`config.mk`:
```
export PLATFORM = sky130hd
export DESIGN_NAME = branch_target_buffer_flat
export DESIGN_NICKNAME = d
export VERILOG_FILES = /design/src/rtl/branch_target_buffer_if.sv /design/src/rtl/branch_target_buffer.sv /design/src/flat_wrapper.sv
export SDC_FILE = /design/constraint.sdc
export NUM_CORES = 1
export LEC_CHECK = 0
export CORE_MARGIN = 1
export CORE_UTILIZATION = 24
export CTS_CLUSTER_SIZE = 24
export DETAILED_ROUTE_END_ITERATION = 8
export PLACE_DENSITY = 0.42
export SLEW_MARGIN = 40
export SYNTH_ARGS = -nofsm -noshare
export SYNTH_HDL_FRONTEND = slang
export SYNTH_SLANG_ARGS = --single-unit
```
`constraint.sdc`:
```
create_clock -name clk -period 4.55 [get_ports clk]
set_input_delay 0.455 -clock clk [delete_from_list [all_inputs] [get_ports clk]]
set_output_delay 0.455 -clock clk [all_outputs]
set_load 0.02 [all_outputs]
```
`src/rtl/branch_target_buffer_if.sv`:
```
// Fetch/execute-side signal bundle for the branch target buffer.
// The pipeline drives through master; the BTB itself connects through slave.
interface branch_target_buffer_if #(
   parameter int ADDR_W = 16
);
   logic              en;
   logic              if_valid;
   logic [ADDR_W-1:0] if_pc;
   logic              pred_hit;
   logic              pred_taken;
   logic [ADDR_W-1:0] next_pc;
   logic              ex_valid;
   logic [ADDR_W-1:0] ex_pc;
   logic              ex_is_branch;
   logic              ex_taken;
   logic [ADDR_W-1:0] ex_target;
   logic              ex_pred_taken;
   logic [ADDR_W-1:0] ex_pred_target;
   logic              mispredict;
   logic [ADDR_W-1:0] redirect_pc;
   logic [15:0]       lookup_hits;
   logic [15:0]       mispredicts;

   modport master (
      output en, if_valid, if_pc,
      output ex_valid, ex_pc, ex_is_branch, ex_taken, ex_target,
      output ex_pred_taken, ex_pred_target,
      input  pred_hit, pred_taken, next_pc,
      input  mispredict, redirect_pc, lookup_hits, mispredicts
   );

   modport slave (
      input  en, if_valid, if_pc,
      input  ex_valid, ex_pc, ex_is_branch, ex_taken, ex_target,
      input  ex_pred_taken, ex_pred_target,
      output pred_hit, pred_taken, next_pc,
      output mispredict, redirect_pc, lookup_hits, mispredicts
   );
endinterface

```
`src/rtl/branch_target_buffer.sv`:
```
// Direct-mapped BTB with 2-bit saturating direction counters: combinational
// next-PC prediction at fetch, training and flush generation from execute.
module branch_target_buffer #(
   parameter int ADDR_W = 16,
   parameter int IDX_W  = 4
) (
   input logic                  clk,
   input logic                  rst,
   branch_target_buffer_if.slave bus
);
   localparam int ENTRIES = 1 << IDX_W;
   localparam int TAG_W   = ADDR_W - IDX_W;
   localparam logic [ADDR_W-1:0] PC_ONE = {{(ADDR_W-1){1'b0}}, 1'b1};

   logic [ENTRIES-1:0] valid_q;
   logic [1:0]         ctr_q    [ENTRIES];
   logic [TAG_W-1:0]   tag_q    [ENTRIES];
   logic [ADDR_W-1:0]  target_q [ENTRIES];
   logic [15:0]        hits_q;
   logic [15:0]        misp_q;

   logic [IDX_W-1:0]   ifIdx;
   logic [TAG_W-1:0]   ifTag;
   logic [ADDR_W-1:0]  ifPcPlus1;
   logic               predHit;
   logic               predTaken;

   logic [IDX_W-1:0]   exIdx;
   logic [TAG_W-1:0]   exTag;
   logic [ADDR_W-1:0]  exPcPlus1;
   logic               exHit;
   logic               mispredict;
   logic [ADDR_W-1:0]  redirectPc;

   logic               wrEn;
   logic               valid_d;
   logic [1:0]         ctr_d;
   logic [TAG_W-1:0]   tag_d;
   logic [ADDR_W-1:0]  target_d;

   // Fetch-side lookup: purely combinational off the current table state.
   assign ifIdx     = bus.if_pc[IDX_W-1:0];
   assign ifTag     = bus.if_pc[ADDR_W-1:IDX_W];
   assign ifPcPlus1 = bus.if_pc + PC_ONE;
   assign predHit   = bus.en & bus.if_valid & valid_q[ifIdx] & (tag_q[ifIdx] == ifTag);
   assign predTaken = predHit & ctr_q[ifIdx][1];

   assign bus.pred_hit   = predHit;
   assign bus.pred_taken = predTaken;
   assign bus.next_pc    = predTaken ? target_q[ifIdx] : ifPcPlus1;

   assign exIdx     = bus.ex_pc[IDX_W-1:0];
   assign exTag     = bus.ex_pc[ADDR_W-1:IDX_W];
   assign exPcPlus1 = bus.ex_pc + PC_ONE;
   assign exHit     = valid_q[exIdx] & (tag_q[exIdx] == exTag);

   // Flush generation deliberately ignores en so a disabled predictor still
   // recovers from the fall-through guesses the pipeline carried down.
   always_comb begin
      mispredict = 1'b0;
      redirectPc = exPcPlus1;
      if (bus.ex_valid && bus.ex_is_branch) begin
         mispredict = (bus.ex_taken != bus.ex_pred_taken) ||
                      (bus.ex_taken && (bus.ex_target != bus.ex_pred_target));
         redirectPc = bus.ex_taken ? bus.ex_target : exPcPlus1;
      end else if (bus.ex_valid && bus.ex_pred_taken) begin
         mispredict = 1'b1;
      end
   end

   assign bus.mispredict  = mispredict;
   assign bus.redirect_pc = redirectPc;

   // Next-state of the single entry addressed by the execute-stage PC.
   always_comb begin
      wrEn     = 1'b0;
      valid_d  = valid_q[exIdx];
      ctr_d    = ctr_q[exIdx];
      tag_d    = tag_q[exIdx];
      target_d = target_q[exIdx];
      if (bus.en && bus.ex_valid) begin
         if (bus.ex_is_branch) begin
            if (exHit) begin
               wrEn = 1'b1;
               if (bus.ex_taken) begin
                  ctr_d    = (ctr_q[exIdx] == 2'b11) ? 2'b11 : ctr_q[exIdx] + 2'b01;
                  target_d = bus.ex_target;
               end else begin
                  ctr_d = (ctr_q[exIdx] == 2'b00) ? 2'b00 : ctr_q[exIdx] - 2'b01;
               end
            end else if (bus.ex_taken) begin
               wrEn     = 1'b1;
               valid_d  = 1'b1;
               tag_d    = exTag;
               target_d = bus.ex_target;
               ctr_d    = 2'b10;
            end
         end else if (exHit) begin
            wrEn    = 1'b1;
            valid_d = 1'b0;
         end
      end
   end

   always_ff @(posedge clk) begin
      if (rst) begin
         valid_q <= '0;
         for (int i = 0; i < ENTRIES; i++) begin
            ctr_q[i] <= 2'b00;
         end
      end else if (wrEn) begin
         valid_q[exIdx] <= valid_d;
         ctr_q[exIdx]   <= ctr_d;
      end
   end

   // Tags and targets need no reset; a cleared valid bit masks them.
   always_ff @(posedge clk) begin
      if (!rst && wrEn) begin
         tag_q[exIdx]    <= tag_d;
         target_q[exIdx] <= target_d;
      end
   end

   always_ff @(posedge clk) begin
      if (rst) begin
         hits_q <= '0;
         misp_q <= '0;
      end else if (bus.en) begin
         if (predHit && (hits_q != 16'hFFFF)) begin
            hits_q <= hits_q + 16'd1;
         end
         if (mispredict && (misp_q != 16'hFFFF)) begin
            misp_q <= misp_q + 16'd1;
         end
      end
   end

   assign bus.lookup_hits = hits_q;
   assign bus.mispredicts = misp_q;
endmodule

```
`src/flat_wrapper.sv`:
```
// flat-port wrapper written by rule: the top's interface ports become plain ports
module branch_target_buffer_flat 
#(
   parameter int ADDR_W = 16,
   parameter int IDX_W  = 4
)
  (clk, rst, bus_en, bus_if_valid, bus_if_pc, bus_ex_valid, bus_ex_pc, bus_ex_is_branch, bus_ex_taken, bus_ex_target, bus_ex_pred_taken, bus_ex_pred_target, bus_pred_hit, bus_pred_taken, bus_next_pc, bus_mispredict, bus_redirect_pc, bus_lookup_hits, bus_mispredicts);
  branch_target_buffer_if #(.ADDR_W(ADDR_W)) bus_i ();
  input logic clk;
  input logic rst;
  input wire logic [$bits(bus_i.en)-1:0] bus_en;
  input wire logic [$bits(bus_i.if_valid)-1:0] bus_if_valid;
  input wire logic [$bits(bus_i.if_pc)-1:0] bus_if_pc;
  input wire logic [$bits(bus_i.ex_valid)-1:0] bus_ex_valid;
  input wire logic [$bits(bus_i.ex_pc)-1:0] bus_ex_pc;
  input wire logic [$bits(bus_i.ex_is_branch)-1:0] bus_ex_is_branch;
  input wire logic [$bits(bus_i.ex_taken)-1:0] bus_ex_taken;
  input wire logic [$bits(bus_i.ex_target)-1:0] bus_ex_target;
  input wire logic [$bits(bus_i.ex_pred_taken)-1:0] bus_ex_pred_taken;
  input wire logic [$bits(bus_i.ex_pred_target)-1:0] bus_ex_pred_target;
  output wire logic [$bits(bus_i.pred_hit)-1:0] bus_pred_hit;
  output wire logic [$bits(bus_i.pred_taken)-1:0] bus_pred_taken;
  output wire logic [$bits(bus_i.next_pc)-1:0] bus_next_pc;
  output wire logic [$bits(bus_i.mispredict)-1:0] bus_mispredict;
  output wire logic [$bits(bus_i.redirect_pc)-1:0] bus_redirect_pc;
  output wire logic [$bits(bus_i.lookup_hits)-1:0] bus_lookup_hits;
  output wire logic [$bits(bus_i.mispredicts)-1:0] bus_mispredicts;
  assign bus_i.en = bus_en;
  assign bus_i.if_valid = bus_if_valid;
  assign bus_i.if_pc = bus_if_pc;
  assign bus_i.ex_valid = bus_ex_valid;
  assign bus_i.ex_pc = bus_ex_pc;
  assign bus_i.ex_is_branch = bus_ex_is_branch;
  assign bus_i.ex_taken = bus_ex_taken;
  assign bus_i.ex_target = bus_ex_target;
  assign bus_i.ex_pred_taken = bus_ex_pred_taken;
  assign bus_i.ex_pred_target = bus_ex_pred_target;
  assign bus_pred_hit = bus_i.pred_hit;
  assign bus_pred_taken = bus_i.pred_taken;
  assign bus_next_pc = bus_i.next_pc;
  assign bus_mispredict = bus_i.mispredict;
  assign bus_redirect_pc = bus_i.redirect_pc;
  assign bus_lookup_hits = bus_i.lookup_hits;
  assign bus_mispredicts = bus_i.mispredicts;
  branch_target_buffer #(.ADDR_W(ADDR_W), .IDX_W(IDX_W)) u_core (.clk(clk), .rst(rst), .bus(bus_i));
endmodule
```
==> results of run 1 <==
-- metal layers --
metal / part of all wire / global-route usage / up-vias
met5: 0.00014 / 0 / -
met2: 0.46 / 0.2499 / 508
met3: 0.069 / 0.03597 / 112
met1: 0.45 / 0.2213 / 7968
li1: - / - / 6487
met4: 0.026 / 0.04349 / 2
-- state kept, by name (all words and copies together) (netlist names) --
| signal | flops |
|---|---|
| u_core.ctr_q | 32 |
| u_core.valid_q | 16 |
| u_core.bus.mispredicts | 16 |
| u_core.target_q | 256 |
| u_core.tag_q | 192 |
| u_core.bus.lookup_hits | 16 |
-- Yosys cell counts (4+ instances only) --
cell,n
a21o_1,4
a21oi_1,31
a221oi_1,5
a22oi_1,6
a32o_1,15
a41oi_1,15
and2_1,9
and3_1,17
and4_1,6
buf_1,16
buf_2,28
buf_4,9
buf_6,5
clkbuf_1,49
dfxtp_1,48
edfxtp_1,480
ha_1,7
inv_1,24
mux2_1,7
mux2_2,28
mux2i_1,72
mux4_2,179
nand2_1,67
nand2b_1,9
nand3_1,28
nand4_1,11
nor2_1,74
nor2b_1,6
nor3_1,26
nor4_1,38
o21ai_0,33
o22ai_1,8
or3_1,14
xnor2_1,40
xor2_1,42
-- cell usage in the layout, fill, tap and decap left out, drive strengths merged, types with 15 or more instances in the layout --
cell / instances
nand3: 28
a21oi: 32
xnor2: 40
a32o: 15
xor2: 42
dfxtp: 48
o21ai: 33
buf: 146
mux2: 36
clkbuf: 66
mux4: 179
and3: 17
nor2: 75
nand2: 67
mux2i: 73
inv: 26
a41oi: 15
edfxtp: 480
nor4: 38
clkinv: 30
nor3: 26
clkdlybuf4s50: 113
-- worst register-to-register path: stages (launching register included) --
cell and delay (ps):
edfxtp_1 410, mux4_2 470, mux2_2 300, and2_0 160
a211oi_1 290, o22ai_1 140, or3_1 350, nor3_1 240
nor2_1 230, buf_4 260, mux2_1 550
-- what timing repair did --
item	CTS	global route
resized for setup	15	5
pin swaps	1	0
hold buffers	0	0
setup endpoints to repair	16	5
-- path summary, 6_finish.rpt --
path | startpoint | end | slack [ps] | cells past startpoint
max | u_core.tag_q[13][1] | bus_next_pc[7] | 200 | 12
min | u_core.valid_q[15] | u_core.valid_q[15] | 500 | 1
max reg2reg | u_core.tag_q[7][0] | u_core.tag_q[7][7] | 730 | 10
min reg2reg | u_core.valid_q[15] | u_core.valid_q[15] | 500 | 1
-- power breakdown --
group / internal (mW) / switching (mW) / total, mW
Combinational: 0.423 / 0.622 / 1.05
Sequential: 5.34 / 0.00732 / 5.35
Clock: 2.52 / 2.05 / 4.57
Total: 8.29 / 2.68 / 11.0
-- cell families after synthesis --
kind of cell,count (synthesis),share of synthesized area
buffers and inverters,133,0.02467
DFF,528,0.6263
and+or+nand+nor,315,0.06462
muxes,288,0.2112
adders and majority gates,7,0.003567
xor gates and xnor gates,82,0.02925
AOI/OAI and AO/OA,139,0.04047
-- final cells by class --
| type | count | area (um^2) | area share |
|---|---|---|---|
| Clock inverter | 42 | 367.9 | 0.01209 |
| Timing Repair Buffer | 275 | 2653 | 0.08720 |
| Tap cell | 1357 | 1698 | 0.05582 |
| Inverter | 26 | 97.59 | 0.003208 |
| Antenna cell | 1 | 2.502 | 0.00008227 |
| Sequential cell | 528 | 15370 | 0.5054 |
| Multi-Input combinational cell | 831 | 8747 | 0.2876 |
| Clock buffer | 65 | 1478 | 0.04858 |
==> metrics, run 1 <==
Hold Vio Cnt, Final=0; total core area=100700 um^2; die extent in x=321.8 um; synth warn=0; dominant delay contributor by cell family on the critical path=simple AND/OR/NAND/NOR gates; antenna violations before repair=2; crit path max-delay cell type=mux4_2; peak supply drop=0.3003 mV; final setup margin=199.9 ps; site row count=116; Async S/R FF share, synth=0; routed vias=15.08k; largest net degree at the start of global routing=69; Tmin final=4350 ps; HPWL Detailed=56090 um; Post-layout nets=1799; top cells by area, synth=edfxtp_1, mux4_2, dfxtp_1; Mapped Nets=1571; Die ar.=103600 um^2; pre-CTS setup slack=-279.3 ps; synthesis-to-layout area growth=23.90%; CP most frequent cell=mux2i_1; maximum clock path buffer count=3; skew final=82.24 ps; GRT Total Usage=0.1597; H-tree Lvls=2; root buf cell=clkbuf_16; FF+latch count, synth=528; Final Cell Area=30420 um^2; Clock Pin Slew Worst Setup and Hold Paths=60 ps; RSZ-0062 raised after global routing=false; final non-filler cell total=3125; share of the synthesized area in the top cell type=0.5871; Arr. time, crit path=3900 ps; die height=321.8 um; routability congestion estimate from global placement=0.8241; max-cap viol count=0; Avg Synthesized Cell Area=16.45 um^2; Remaining Overflow, GRT=0; worst hold slack=496.6 ps; Starting DRT DRC Count=1225; Initial Utilization=0.2437; crit path max fanout=32; Post-synth EDFFs=480; Slew headroom=0.4147; wirelength, routed=83280 um; final period utilization=0.9561; Critical Path RT=4090 ps; cell count after placement=3017; Final Util=0.3020; Design Power=10.96 mW; Mapped Area=24550 um^2; fillers=10.06k; Power Density=360.4 nW/um^2; crit-path cells=mux4_2 > mux2i_1 > mux2i_1 > xor2_1 > nor4_2 > buf_4 > and4_1 > nand2_1 > buf_12 > nor2_1 > a21oi_1 > dlygate4sd2_1; CTS tree=yes; Worst Setup End Kind=output port; Leak=9.746 nW; CTS buffer count=58; Worst Setup Path Type=flop to output port; CP Launch Type=flop; sequential cell area fraction in the yosys report=0.6263; Final setup viols=0; placed inst area=28530 um^2; worst-margin pin slew=866.7 ps; Buf+Inv Stages, Crit Path=3; Port Buffers=138; Post-CTS Setup Inserts=0; CP max stage delay=500 ps; DRT Pass-1 Iters=5; detailed-route wire length per cell=26.65 um; outcome=finished clean; clock latency on the worst-skew pair=680 ps; Syn Inst Count=1492; Sink Count=528; library cells used by synthesis=66; Synth Flop Type=edfxtp_1; Hold Path Class=flop to flop; I/O pins=139; cell taking the most area after synthesis=edfxtp_1; Setup TNS=0 ps; Max Clk Rate=229.9 MHz; vias in the first global route=15.49k; DR vias/cell=4.825; Pins Over Slew Limit=0; drc violations=0; share of post-route cells with drive strength above 1=0.2790; Post-DRT Antenna Nets=0; first-pass GRT wire length=117100 um
(Power assumes the default switching activity.)
==> run 2, diff against run 1 <==
--- a/config.mk
+++ b/config.mk
@@ -9,7 +9,7 @@
 export CORE_UTILIZATION = 24
 export CTS_CLUSTER_SIZE = 24
 export DETAILED_ROUTE_END_ITERATION = 8
-export PLACE_DENSITY = 0.42
+export PLACE_DENSITY = 0.43
 export SLEW_MARGIN = 40
 export SYNTH_ARGS = -nofsm -noshare
 export SYNTH_HDL_FRONTEND = slang
==> constraint.sdc (replaced) <==
create_clock -name clk -period 3.55 [get_ports clk]
set_input_delay 0.355 -clock clk [delete_from_list [all_inputs] [get_ports clk]]
set_output_delay 0.355 -clock clk [all_outputs]
set_load 0.02 [all_outputs]
==> metrics, run 2 (synthesis gave the netlist of run 1 again) <==
outcome=finished with violations; failing checks=setup timing; Internal=11.02 mW; CP Launch Type=flop; share of post-route cells with drive strength above 1=0.3728; total core area=100700 um^2; most frequent cells in the layout=edfxtp_1, buf_4, mux4_2; root buf cell=clkbuf_16; worst-margin pin slew=921.5 ps; final period utilization=1.131; RSZ-0062 raised after global routing=true; hold buffer count at cts=0; Clock Pin Slew Worst Setup and Hold Paths=60 ps; Post-layout nets=1963; Clk pwr share=0.422; pre-CTS setup slack=-919.4 ps; Slew headroom=0.3856; sequential power share=0.472; detailed-route wire length per cell=26.56 um; Hold Path Class=primary input to flop; Leak=11.01 nW; H-tree Lvls=2; GRT Total Usage=0.1651; peak supply drop=0.3856 mV; first-pass GRT wire length=121800 um; Max Clk Rate=249.0 MHz; Worst Setup Path Type=flop to output port; Final setup viols=64; final setup margin=-466.2 ps; clock latency on the worst-skew pair=660 ps; Remaining Overflow, GRT=0; placed inst area=29980 um^2; drc violations=0; routability congestion estimate from global placement=0.8442; Final Util=0.3245; Setup TNS=-8630 ps; area of the multi-input gates=9086 um^2; site row count=116; Critical Path RT=3190 ps; antenna violations before repair=3; Tmin final=4016 ps; CTS buffer count=60; vias in the first global route=15.98k; sequential cell area=15370 um^2; DRT Pass-1 Iters=5; CTS tree=yes; die extent in x=321.8 um; Post-DRT Antenna Nets=0; Sink Count=528; Worst Setup End Kind=output port; switching pwr=3.497 mW; max reg flops=256; Hold Vio Cnt, Final=0; maximum clock path buffer count=3; max-cap viol count=0; die height=321.8 um; skew final=45.86 ps; fillers=9880; I/O pins=139; synthesis-to-layout area growth=33.15%; Sw Share=0.2409; Final Cell Area=32690 um^2; Starting DRT DRC Count=1415; combinational share of power=0.106; Initial Utilization=0.2437; commonest non-fill, non-tap cell in the layout=edfxtp_1; Pins Over Slew Limit=0; DR vias/cell=4.809; Power Density=444.1 nW/um^2; crit path max fanout=8; largest net degree at the start of global routing=55; Die ar.=103600 um^2; Arr. time, crit path=3660 ps; largest reg by FF count=u_core.target_q; routed vias=15.84k; Port Buffers=138; wirelength, routed=87480 um; biggest regs=u_core.target_q (256), u_core.tag_q (192), u_core.ctr_q (32); HPWL Detailed=59610 um
run 2: changes by cell type in the layout (fill, tap and decap cells not counted), sizes merged:
cell / change
bufinv: +1
clkinv: -2
clkinvlp: -7
clkbuf: +20
clkdlybuf4s50: -10
buf: +178
diode: +2
dlymetal6s2s: -3
inv: -1
dlygate4sd2: -9
run 2: worst paths after layout:
path / from / slack, ps / to / depth (start not counted)
worst max-delay path: u_core.tag_q[1][11] / -470 / bus_next_pc[1] / 10
worst min-delay path: rst / 240 / u_core.ctr_q[15][0] / 2
worst max register to register: u_core.tag_q[10][10] / -50 / u_core.tag_q[7][9] / 14
worst min register to register: u_core.valid_q[1] / 510 / u_core.valid_q[1] / 1
run 2: critical path, cell delays in order (launching register included):
cell and delay [ps]:
edfxtp_1 410, mux4_2 460, mux4_2 500, xor2_2 190, nor4_4 320, buf_4 160
and4_4 290, nand2_8 100, buf_12 150, mux2_2 280, buf_6 130
run 2: final cells by class:
| class | instances | area share |
|---|---|---|
| clock inverter | 33 | 0.009799 |
| tap | 1357 | 0.05194 |
| sequential | 528 | 0.4704 |
| inverter | 26 | 0.002986 |
| antenna | 3 | 0.0002297 |
| clock buffer | 79 | 0.04965 |
| timing repair buffer | 437 | 0.1371 |
| multi-input combinational | 831 | 0.2780 |
run 2: repair_timing:
action | CTS | global route
resized for setup | 104 | 73
pin swaps | 3 | 18
setup endpoints to repair | 94 | 297
gates cloned | 1 | 7
buffers inserted | 3 | 24
run 2: through the flow:
| stage | hold WS, ps | instances | total power [mW] |
|---|---|---|---|
| 2_1_floorplan | 453.1 | 1492 | 7.724 |
| 3_3_place_gp | 494.3 | 3146 | 8.465 |
| 3_5_place_dp | 497.4 | 3146 | 8.479 |
| 4_1_cts | 203.7 | 3262 | 14.63 |
| 5_1_grt | 219.9 | 3291 | 14.95 |
| 6_report | 237.4 | 3294 | 14.52 |
run 2: power groups by stage:
stage / combinational, mW / sequential [mW] / clock [mW]
global placement: 1.48 / 6.98 / 0
global route: 1.62 / 6.85 / 6.47
floorplan: 0.743 / 6.98 / 0
detailed placement: 1.50 / 6.98 / 0
finish: 1.53 / 6.85 / 6.13
CTS: 1.50 / 6.85 / 6.27
run 2: metal layers:
| layer | global-route usage | up-vias | routed length [um] |
|---|---|---|---|
| li1 | - | 6839 | - |
| met1 | 0.2406 | 8375 | 39920 |
| met2 | 0.2637 | 545 | 40770 |
| met3 | 0.02125 | 81 | 5424 |
| met4 | 0.02899 | 2 | 1346 |
| met5 | 0 | - | 17 |
==> run 3, diff against run 2 <==
--- a/config.mk
+++ b/config.mk
@@ -9,7 +9,8 @@
 export CORE_UTILIZATION = 24
 export CTS_CLUSTER_SIZE = 24
 export DETAILED_ROUTE_END_ITERATION = 8
-export PLACE_DENSITY = 0.43
+export PLACE_DENSITY = 0.42
+export REMOVE_ABC_BUFFERS = 1
 export SLEW_MARGIN = 40
 export SYNTH_ARGS = -nofsm -noshare
 export SYNTH_HDL_FRONTEND = slang
==> constraint.sdc (replaced) <==
create_clock -name clk -period 4.1 [get_ports clk]
set_input_delay 0.41 -clock clk [delete_from_list [all_inputs] [get_ports clk]]
set_output_delay 0.41 -clock clk [all_outputs]
set_load 0.02 [all_outputs]
==> metrics, run 3 (synthesis gave the netlist of run 1 again) <==
outcome=finished clean; routability congestion estimate from global placement=0.8291; Worst Setup Path Type=flop to output port; vias in the first global route=15.74k; first-pass GRT wire length=116800 um; CTS tree=yes; Final setup viols=0; crit path max-delay cell type=mux4_2; Port Buffers=138; Worst Setup End Kind=output port; crit-path cells=mux4_2 > mux4_2 > xor2_2 > nor4_2 > buf_4 > and4_4 > nand2_4 > buf_12 > buf_12 > nor2_1 > a21oi_1 > buf_4 > buf_4; wirelength, routed=83010 um; RSZ-0062 raised after global routing=true; Slew headroom=0.4554; Hold Vio Cnt, Final=0; area of the multi-input gates=8755 um^2; DRT Pass-1 Iters=5; Clock Pin Slew Worst Setup and Hold Paths=60 ps; skew final=73.97 ps; commonest non-fill, non-tap cell in the layout=edfxtp_1; final period utilization=0.9786; total core area=100700 um^2; most frequent cells in the layout=edfxtp_1, mux4_2, buf_4; peak supply drop=0.3804 mV; CP most frequent cell=buf_4; share of post-route cells with drive strength above 1=0.3111; biggest regs=u_core.target_q (256), u_core.tag_q (192), u_core.ctr_q (32); largest net degree at the start of global routing=44; detailed-route wire length per cell=26.05 um; Post-layout nets=1859; Post-DRT Antenna Nets=0; drc violations=0; Design Power=12.99 mW; die height=321.8 um; clock latency on the worst-skew pair=670 ps; site row count=116; Die ar.=103600 um^2; cell count after placement=3074; Sink Count=528; Hold Path Class=flop to flop; crit path max fanout=17; DR vias/cell=4.763; I/O pins=139; Buf+Inv Stages, Crit Path=5; Leak=10.20 nW; CP Launch Type=flop; root buf cell=clkbuf_16; largest reg by FF count=u_core.target_q; max reg flops=256; Remaining Overflow, GRT=0; dominant delay contributor by cell family on the critical path=multiplexers; Max Clk Rate=249.2 MHz; Tmin final=4012 ps; antenna violations before repair=3; CTS buffer count=60; max-cap viol count=0; synthesis-to-layout area growth=27.21%; Arr. time, crit path=3600 ps; Pins Over Slew Limit=0; worst-margin pin slew=816.9 ps; Starting DRT DRC Count=1279; sequential cell area=15370 um^2; CP max stage delay=510 ps; fillers=9986; Critical Path RT=3690 ps; Power Density=415.9 nW/um^2; die extent in x=321.8 um; final non-filler cell total=3187; HPWL Detailed=57130 um; maximum clock path buffer count=3; GRT Total Usage=0.1589; Initial Utilization=0.2437; routed vias=15.18k; H-tree Lvls=2
==> run 3: cell types whose count changed in the layout (fill, tap and decap cells not counted), sizes merged <==
cell / change
diode: -2
dlymetal6s2s: -2
clkdlybuf4s50: +8
dlygate4sd2: +3
inv: +2
clkbuf: -15
buf: -110
bufinv: +9
==> run 3: metal layers <==
metal	wire, um	track usage	up-vias
met2	38590	0.2552	473
met3	5239	0.03678	106
met4	1953	0.04000	2
met5	13	0	-
li1	-	-	6633
met1	37210	0.2151	7967
==> run 3: cell type report <==
type                       instances  area share
tap                             1357     0.05437
sequential                       528      0.4923
antenna                            1  0.00008013
timing repair buffer             333      0.1008
clock buffer                      67     0.04892
inverter                          26    0.003125
clock inverter                    44     0.02007
multi-input combinational        831      0.2803
==> run 3: where the power goes <==
group	internal [mW]	leakage, nW	switching (mW)
Sequential	5.92	4.74	0.00759
Clock	3.51	1.04	2.31
Combinational	0.524	4.42	0.708
Total	9.96	10.2	3.03
==> run 3: per-stage QoR <==
step,cell area [um^2],hold WS [ps],util,setup TNS (ps),worst slack [ps]
floorplan,24040,453.1,-,-65770,-344.9
global placement,29060,475.3,0.2885,-7318,-274.6
detailed placement,29070,485.0,0.2886,-7936,-251.6
CTS,31240,476.0,0.3101,0,1.625
global route,31230,510.5,0.3100,-244.0,-108.1
finish,31230,505.9,0.3100,0,87.73
==> run 3: worst paths after layout <==
| check | start | endpoint | slack [ps] | cells past startpoint |
|---|---|---|---|---|
| setup / recovery | u_core.tag_q[12][11] | bus_next_pc[8] | 90 | 13 |
| hold reg to reg | u_core.valid_q[6] | u_core.valid_q[6] | 510 | 1 |
| setup reg to reg | u_core.tag_q[7][0] | u_core.tag_q[7][1] | 380 | 11 |
| hold / removal | u_core.valid_q[6] | u_core.valid_q[6] | 510 | 1 |
==> run 3: what timing repair did <==
action | 4_1_cts | 5_1_grt
hold buffers | 0 | 0
endpoints found under the setup margin | 17 | 50
setup buffers | 0 | 1
resized for setup | 48 | 12
pin swaps | 1 | 0
hold endpoints to repair | 0 | 0
==> run 3: worst register-to-register path: stages, from the launching register on <==
cell,delay (ps)
edfxtp_1,420
mux4_2,470
mux2_2,310
and2_0,180
a211oi_2,310
buf_4,170
o22ai_1,50
or3_1,340
nor3_1,260
nor2_1,120
buf_12,170
mux2_1,520
==> RTL change (flow settings as in run 1) <==
`IDX_W` is set to 4 in 2 places; all go to 3.
--- a/src/rtl/branch_target_buffer.sv
+++ b/src/rtl/branch_target_buffer.sv
@@ -4,3 +4,3 @@
    parameter int ADDR_W = 16,
-   parameter int IDX_W  = 4
+   parameter int IDX_W  = 3
 ) (
--- a/src/flat_wrapper.sv
+++ b/src/flat_wrapper.sv
@@ -4,3 +4,3 @@
    parameter int ADDR_W = 16,
-   parameter int IDX_W  = 4
+   parameter int IDX_W  = 3
 )
Formal check against the unedited RTL: not equivalent (a bounded check fails within 4 cycles, from zero or initial values and one cycle with rst high).
==> RTL change against run 1 <==
Setup slack improved by 0.035 ns. Final area fell by 41%. Power fell by 42%. Sequential cell count fell by 240. Die area fell by 42%. Area after synthesis fell by 43%. Critical path depth fell by 2. Combinational power fell by 39%. Sequential share of layout area fell by 4.6 points. Count of clock-buffer cells in the layout fell by 21. Wire length fell by 47%. Critical path type unchanged. Critical endpoint is now bus_next_pc[2]. Largest power group unchanged.
==> RTL change: results (changes against run 1) <==
GRT Util Overall=14.9% (was 16.0%); RePlAce Congestion=0.783 (was 0.824); clk_lat worst skew=0.55 ns (was 0.68 ns); TritonCTS buffer count=35 (was 58); Placed Cells=1934 (was 3017); worst slack at placement=0.218 ns (was -0.279 ns); total wire length=44.4 mm (was 83.3 mm); via count=9317 (was 15100); max_slew headroom=53.6% (was 41.5%); outcome=complete, no violations (unchanged); register area share after synthesis=58.5% (was 62.6%); post-CTS sizing=0 (was 15); Clock-cell share=6.40% (was 6.07%); slowest stage delay, CP=0.62 ns (was 0.50 ns); multi-input logic area=0.00553 mm2 (was 0.00875 mm2); placed instance area=0.0168 mm2 (was 0.0285 mm2); Post-synth top cells=edfxtp_1 (248), nor2_1 (88), mux2i_1 (72), mux4_2 (69), xnor2_1 (63) (was edfxtp_1 (480), mux4_2 (179), nor2_1 (74), mux2i_1 (72), nand2_1 (67)); bufs w/o clock=204 (was 275); critical path fanouts, max=20 (was 32); initial antenna violation count=1 (was 2); first-pass GRT wire length=64.7 mm (was 117 mm); Seq area share=46.0% (was 50.5%); comb_multi_in=658 (was 831); Peak VDD IR=0.228 mV (was 0.300 mV); post-DP HPWL=31.0 mm (was 56.1 mm); Avg WL per Cell=22.2 um (was 26.6 um); post-synth net total=1100 (was 1571); largest net degree at the start of global routing=52 (was 69); detailed router's first-iteration violation count=628 (was 1225); top cells by area, synth=edfxtp_1 (53%), mux4_2 (11%), dfxtp_1 (5.7%), mux2i_1 (5.1%), xnor2_1 (3.9%) (was edfxtp_1 (59%), mux4_2 (16%), dfxtp_1 (3.9%), mux2i_1 (2.9%), xor2_1 (1.5%)); Non-clock buffer share=11.1% (was 8.72%); Die X-Extent=244 um (was 322 um); Hold Path Class=input port to register (was register to register); Non-Clock Inverter Count=19 (was 26); clk_skew=0.0231 ns (was 0.0822 ns)
==> RTL change: cell count changes in the layout (fill, tap and decap cells not counted), sizes merged, moves of 22 or more <==
cell	change
buf	-73
xor2	-25
nor4	-27
mux4	-108
xnor2	+23
edfxtp	-232
clkbuf	-22
==> RTL change: per-layer routing <==
metal,part of all wire (%),vias up,global-route usage (%)
met4,2.5,2,4.63
met1,47,4730,20.0
met2,47,209,24.2
met5,0.018,-,0
li1,-,4321,-
met3,4.2,55,2.57
==> RTL change: cells by family (layout without fill, tap and decap cells) <==
group                    Yosys count  in the layout  synth area share, %
buffers and inverters             78            287                 2.50
flip-flops                       288            288                 58.5
XOR/XNOR                          80             80                 4.97
other                              0              1                    0
AO/OA/AOI/OAI                    113            113                 4.95
adder cells (fa/ha/maj)            5              5                0.426
multiplexers                     167            167                 18.4
AND/OR/NAND/NOR                  293            293                 10.2
==> RTL change: worst paths after layout <==
| kind | slack (ns) | cells past startpoint | end | start |
|---|---|---|---|---|
| setup / recovery | 0.23 | 10 | bus_next_pc[2] | u_core.tag_q[7][2]$_DFFE_PP_ |
| hold / removal | 0.45 | 2 | u_core.ctr_q[3][1]$_SDFFCE_PN0P_ | rst |
| setup reg to reg | 1.12 | 10 | u_core.tag_q[4][5]$_DFFE_PP_ | u_core.tag_q[7][9]$_DFFE_PP_ |
| hold reg to reg | 0.50 | 2 | u_core.valid_q[6]$_SDFFE_PP0P_ | u_core.valid_q[6]$_SDFFE_PP0P_ |
==> RTL change: power by group <==
part | internal [uW] | leakage, uW | switching (uW) | total, uW
combinational | 279 | 0.00267 | 360 | 639
clock | 1690 | 0.000557 | 1120 | 2810
sequential | 2890 | 0.00257 | 6.87 | 2900
total | 4860 | 0.00579 | 1490 | 6350
